--- src/rtl/ex_div_pkg.sv ---
// Shared constants for the EX-stage divider: FSM encodings, handshake levels and default width.
package ex_div_pkg;

    localparam int DivWidth = 32;

    localparam logic [1:0] DivFree   = 2'b00;
    localparam logic [1:0] DivByZero = 2'b01;
    localparam logic [1:0] DivOn     = 2'b10;
    localparam logic [1:0] DivEnd    = 2'b11;

    localparam logic DivResultReady    = 1'b1;
    localparam logic DivResultNotReady = 1'b0;
    localparam logic DivStart          = 1'b1;
    localparam logic DivStop           = 1'b0;

endpackage

--- src/rtl/ex_div_neg.sv ---
// Conditional two's complement negate; shared by operand magnitude and result sign fix.
module ex_div_neg #(
    parameter int DATA_W = 32
) (
    input  logic              neg_i,
    input  logic [DATA_W-1:0] data_i,
    output logic [DATA_W-1:0] data_o
);

    assign data_o = neg_i ? (~data_i + DATA_W'(1)) : data_i;

endmodule

--- src/rtl/ex_div.sv ---
// Iterative radix-2 restoring divider for DIV/DIVU: one shift-subtract per cycle,
// result {remainder, quotient} held until EX drops start_i.
module ex_div
    import ex_div_pkg::*;
#(
    parameter int DATA_W = DivWidth,
    parameter int CNT_W  = 6
) (
    input  logic                clk,
    input  logic                rst,
    input  logic                signed_div_i,
    input  logic [DATA_W-1:0]   opdata1_i,
    input  logic [DATA_W-1:0]   opdata2_i,
    input  logic                start_i,
    input  logic                annul_i,
    output logic [2*DATA_W-1:0] result_o,
    output logic                ready_o
);

    logic [1:0]          state_q, state_d;
    logic [CNT_W-1:0]    cnt_q, cnt_d;
    logic [DATA_W-1:0]   rem_q, rem_d;
    logic [DATA_W-1:0]   quo_q, quo_d;
    logic [DATA_W-1:0]   dvs_q, dvs_d;
    logic                sign1_q, sign1_d;
    logic                sign2_q, sign2_d;
    logic [2*DATA_W-1:0] result_q, result_d;
    logic                ready_q, ready_d;

    logic                op1_neg, op2_neg;
    logic [DATA_W-1:0]   op1_abs, op2_abs, quo_fix, rem_fix;
    logic [DATA_W:0]     trial;

    assign op1_neg = signed_div_i & opdata1_i[DATA_W-1];
    assign op2_neg = signed_div_i & opdata2_i[DATA_W-1];

    ex_div_neg #(.DATA_W(DATA_W)) u_neg_op1 (.neg_i(op1_neg),           .data_i(opdata1_i), .data_o(op1_abs));
    ex_div_neg #(.DATA_W(DATA_W)) u_neg_op2 (.neg_i(op2_neg),           .data_i(opdata2_i), .data_o(op2_abs));
    ex_div_neg #(.DATA_W(DATA_W)) u_neg_quo (.neg_i(sign1_q ^ sign2_q), .data_i(quo_q),     .data_o(quo_fix));
    ex_div_neg #(.DATA_W(DATA_W)) u_neg_rem (.neg_i(sign1_q),           .data_i(rem_q),     .data_o(rem_fix));

    // Shifted partial remainder can reach DATA_W+1 bits, so the trial keeps the borrow.
    assign trial = {rem_q, quo_q[DATA_W-1]} - {1'b0, dvs_q};

    always_comb begin
        // NOTE: every next-state signal defaults to its register so no path infers a latch.
        state_d  = state_q;
        cnt_d    = cnt_q;
        rem_d    = rem_q;
        quo_d    = quo_q;
        dvs_d    = dvs_q;
        sign1_d  = sign1_q;
        sign2_d  = sign2_q;
        result_d = result_q;
        ready_d  = ready_q;

        case (state_q)
            DivFree: begin
                result_d = '0;
                ready_d  = DivResultNotReady;
                if (start_i == DivStart && !annul_i) begin
                    sign1_d = op1_neg;
                    sign2_d = op2_neg;
                    quo_d   = op1_abs;
                    dvs_d   = op2_abs;
                    rem_d   = '0;
                    cnt_d   = '0;
                    state_d = (opdata2_i == '0) ? DivByZero : DivOn;
                end
            end
            DivByZero: begin
                result_d = '0;
                ready_d  = DivResultReady;
                state_d  = DivEnd;
            end
            DivOn: begin
                if (annul_i) begin
                    result_d = '0;
                    ready_d  = DivResultNotReady;
                    state_d  = DivFree;
                end else if (cnt_q != CNT_W'(DATA_W)) begin
                    if (!trial[DATA_W]) begin
                        rem_d = trial[DATA_W-1:0];
                        quo_d = {quo_q[DATA_W-2:0], 1'b1};
                    end else begin
                        rem_d = {rem_q[DATA_W-2:0], quo_q[DATA_W-1]};
                        quo_d = {quo_q[DATA_W-2:0], 1'b0};
                    end
                    cnt_d = cnt_q + CNT_W'(1);
                end else begin
                    result_d = {rem_fix, quo_fix};
                    ready_d  = DivResultReady;
                    state_d  = DivEnd;
                end
            end
            DivEnd: begin
                if (start_i == DivStop || annul_i) begin
                    result_d = '0;
                    ready_d  = DivResultNotReady;
                    state_d  = DivFree;
                end
            end
            default: state_d = DivFree;
        endcase
    end

    // NOTE: sequential state uses non-blocking assignments only; all of it, datapath included, is reset.
    always_ff @(posedge clk or negedge rst) begin
        if (!rst) begin
            state_q  <= DivFree;
            cnt_q    <= '0;
            rem_q    <= '0;
            quo_q    <= '0;
            dvs_q    <= '0;
            sign1_q  <= 1'b0;
            sign2_q  <= 1'b0;
            result_q <= '0;
            ready_q  <= DivResultNotReady;
        end else begin
            state_q  <= state_d;
            cnt_q    <= cnt_d;
            rem_q    <= rem_d;
            quo_q    <= quo_d;
            dvs_q    <= dvs_d;
            sign1_q  <= sign1_d;
            sign2_q  <= sign2_d;
            result_q <= result_d;
            ready_q  <= ready_d;
        end
    end

    assign result_o = result_q;
    assign ready_o  = ready_q;

endmodule

--- config.mk ---
export PLATFORM = sky130hd
export DESIGN_NAME = ex_div
export DESIGN_NICKNAME = d
export VERILOG_FILES = /design/src/rtl/ex_div_pkg.sv /design/src/rtl/ex_div_neg.sv /design/src/rtl/ex_div.sv
export SDC_FILE = /design/constraint.sdc
export NUM_CORES = 1
export LEC_CHECK = 0
export BUFFER_PORTS_ARGS = -buffer_cell sky130_fd_sc_hd__buf_4
export CAP_MARGIN = 20
export CORE_ASPECT_RATIO = 2
export CORE_MARGIN = 10
export CORE_UTILIZATION = 62
export CTS_BUF_LIST = sky130_fd_sc_hd__clkbuf_2 sky130_fd_sc_hd__clkbuf_4 sky130_fd_sc_hd__clkbuf_8
export DETAILED_ROUTE_END_ITERATION = 16
export PLACE_DENSITY = 0.84
export SETUP_SLACK_MARGIN = 0.4
export SYNTH_ARGS = -nofsm -noshare
export SYNTH_HDL_FRONTEND = slang
export SYNTH_HIERARCHICAL = 1
export SYNTH_SLANG_ARGS = --single-unit
export TNS_END_PERCENT = 20
--- constraint.sdc ---
create_clock -name clk -period 3.75 [get_ports clk]
set_input_delay 0.5625 -clock clk [delete_from_list [all_inputs] [get_ports clk]]
set_output_delay 0.5625 -clock clk [all_outputs]
set_load 0.005 [all_outputs]
==> results.yml <==
worst_setup_path:
  rrSetupSlack_ns: 0.40
  reg2reg_depth: 14
  path_class: "reg2reg"
  r2r-start: "quo_q[31]"
  crit_required_ns: 4.13
  worstSetupStartpoint: "quo_q[31]"
  r2r-end: "rem_q[22]"
  cp.arrival_ns: 3.73
  endpoint: "rem_q[22]"
  cp-start-kind: "register"
  end_kind: "register"
  worstPathMaxFanout: 11
finish:
  postLayoutCoreUtil_pct: 72.9
  nFillCells: 1499
  drive_above_1_share_pct: 19.8
  nets: 1588
  layout_common_cells: "nand2_1, dfrtp_1, buf_4, xnor2_1, o21ai_0"
  area_growth_pct: 15.6
  final_common_cell: "nand2_1"
synthesis:
  synth_top_area_share_pct: 35.0
  ys_ff_latch: 171
  synth-async-reset-ratio_pct: 100
  yosys_warnings: 6
  synth-edff-count: 0
  synth_area_leader_cell: "dfrtp_1"
  netlist_instances: 1371
  seq_area_frac_synth_pct: 35.0
  synth_area_per_cell_um2: 8.91
  synthesis.nets: 1483
  synth_cell_types: 69
  netlist_area_mm2: 0.0122
  ys.flop_type: "dfrtp_1"
  synthTopCellsByArea: "dfrtp_1, xnor2_1, nand2_1, o21ai_0, ha_1"
routing:
  dr.pass1.iters: 6
  via_per_inst: 6.18
  wl_um: 33600
  drc: 0
  wl_per_cell_um: 19.2
  routed-via-count: 10807
  postRouteAntennaNets: 0
  dr.first_iter.drc_count: 871
floorplanning:
  coreArea_mm2: 0.0194
  start_util_pct: 63.1
  rows: 72
  die-area_mm2: 0.0261
  io_pins: 134
  fp.dieH_um: 219
  die_x_um: 119
clocking:
  cts_buffer_depth: 2
  ctsHoldBuffers: 0
  cts-root-buf: "clkbuf_8"
  htreeDepth: 4
  cts_tree: "done"
  numCtsBuffers: 17
  clock-sinks: 171
  clk_latency_ns: 0.49
  path_clk_slew_ns: 0.09
timing:
  final_hold_viol_count: 0
  period_needed_ns: 3.35
  drv_slew: 0
  relSlewSlack_pct: 21.9
  rsz0062_at_grt: "true"
  fin_crit_sh_pct: 89.2
  fmax_mhz: 299
  setup_viol: 0
  fin_worst_skew_ns: 0.0105
  fin_setup_tns_ns: 0
  worst_pin_slew_ns: 1.17
global_route:
  grt_pass1_wl_um: 53500
  grtUsageTotal_pct: 25.1
  grt_max_degree: 104
  grt_pass1_vias: 10761
  grt_overflow_total: 0
  antenna_found_initial: 1
power:
  leakagePower_uw: 0.00610
  p_total_uw: 12700
  peakVddDrop_mv: 0.528
  pwr_density_cell_mw_per_mm2: 899
placement:
  portBuffers: 133
  gp_congestion: 0.980
  dp_hpwl_um: 25100
run_status:
  status: "complete, no violations"
job:
  maxCapViolations: 0
min_path:
  hold_path.class: "in2async"
## report_power, final
group	total, uW	switching (uW)	internal, uW
Clock	1530	690	842
Sequential	3300	794	2510
Combinational	7870	4590	3280
Total	12700	6070	6630
## critical path: stages (launching register included)
cell	delay, ns
dfrtp_1	0.41
inv_1	0.07
ha_2	0.17
inv_1	0.05
fa_2	0.37
a211oi_4	0.25
o211ai_2	0.16
a211oi_4	0.32
o221ai_4	0.18
a211oi_4	0.36
o21ai_4	0.13
xnor2_4	0.17
buf_12	0.16
buf_16	0.15
o311ai_1	0.28
## per-stage QoR
| step | instance area, um^2 | cells | hold WS, ns | worst slack [ns] |
|---|---|---|---|---|
| 3_5_place_dp | 13400 | 1705 | 0.471 | 0.297 |
| 5_1_grt | 14100 | 1748 | 0.105 | 0.264 |
| 4_1_cts | 14000 | 1741 | 0.0899 | 0.411 |
| 2_1_floorplan | 12200 | 1371 | 0.267 | 0.605 |
| 6_report | 14100 | 1748 | 0.0626 | 0.405 |
| 3_3_place_gp | 13400 | 1705 | 0.462 | 0.404 |
## layout make-up
class	instances	area, um^2	area share [%]
inverter	63	236	1.67
tap	259	324	2.30
sequential	171	4280	30.3
clock inverter	10	189	1.34
clock buffer	21	277	1.96
antenna	1	2.50	0.0177
multi-input combinational	1062	7520	53.3
timing repair buffer	161	1290	9.12
## sequential cells by signal, summed over array words and instances, names as in the netlist
register  cells
dvs_q        32
cnt_q         6
result_o     64
ready_o       1
sign2_q       1
quo_q        32
sign1_q       1
state_q       2
rem_q        32
## cell families after synthesis
kind of cell	Yosys count	synth area share, %
flops	171	35.0
xor+xnor	156	11.3
compound gates	344	19.9
buf+inv	138	4.66
mux	52	4.61
simple gates	467	20.0
fa+ha+maj	43	4.47
## synth_stat cells (7+ instances only)
master and n:
a222oi_1 13, a21oi_1 33, nor2b_1 12, clkbuf_1 53
mux2_2 34, a32oi_1 8, ha_1 42, nand2_1 251
o21ai_0 122, xor2_1 21, a21o_1 8, buf_1 11
nor3_1 17, nor2_1 21, o41ai_1 20, inv_1 63
o41ai_2 16, nand2b_1 16, and2_1 7, o31ai_1 39
dfrtp_1 171, o311ai_1 18, mux2i_1 18, nor4_1 16
nand3_1 60, o21ai_1 22, or2b_1 8, xnor2_1 134
nor4_4 16, nand4_1 19
## how the worst min path moves through the flow
stage	startpoint	endpoint	slack [ns]	cells past startpoint
3_5_place_dp	result_o[2]	result_o[2]	0.47	2
2_1_floorplan	rst	cnt_q[0]	0.27	0
6_report	rst	rem_q[6]	0.06	1
4_1_cts	rst	rem_q[4]	0.09	1
3_3_place_gp	result_o[17]	result_o[17]	0.46	2
5_1_grt	rst	result_o[42]	0.11	1
## per-layer routing
layer / share of wire [%] / vias to the layer above / track usage (%)
met4: 5.3 / 0 / 13.9
li1: - / 5121 / -
met1: 36 / 5200 / 24.7
met3: 3.9 / 121 / 4.47
met5: 0 / - / 0
met2: 55 / 365 / 48.0
## repair_timing
| action | CTS | global route |
|---|---|---|
| buffers inserted | 4 | 5 |
| pin swaps | 6 | 5 |
| gates cloned | 1 | 1 |
| gates resized for setup | 4 | 14 |
| setup endpoints to repair | 32 | 32 |
Power figures use the tool's default switching activity.
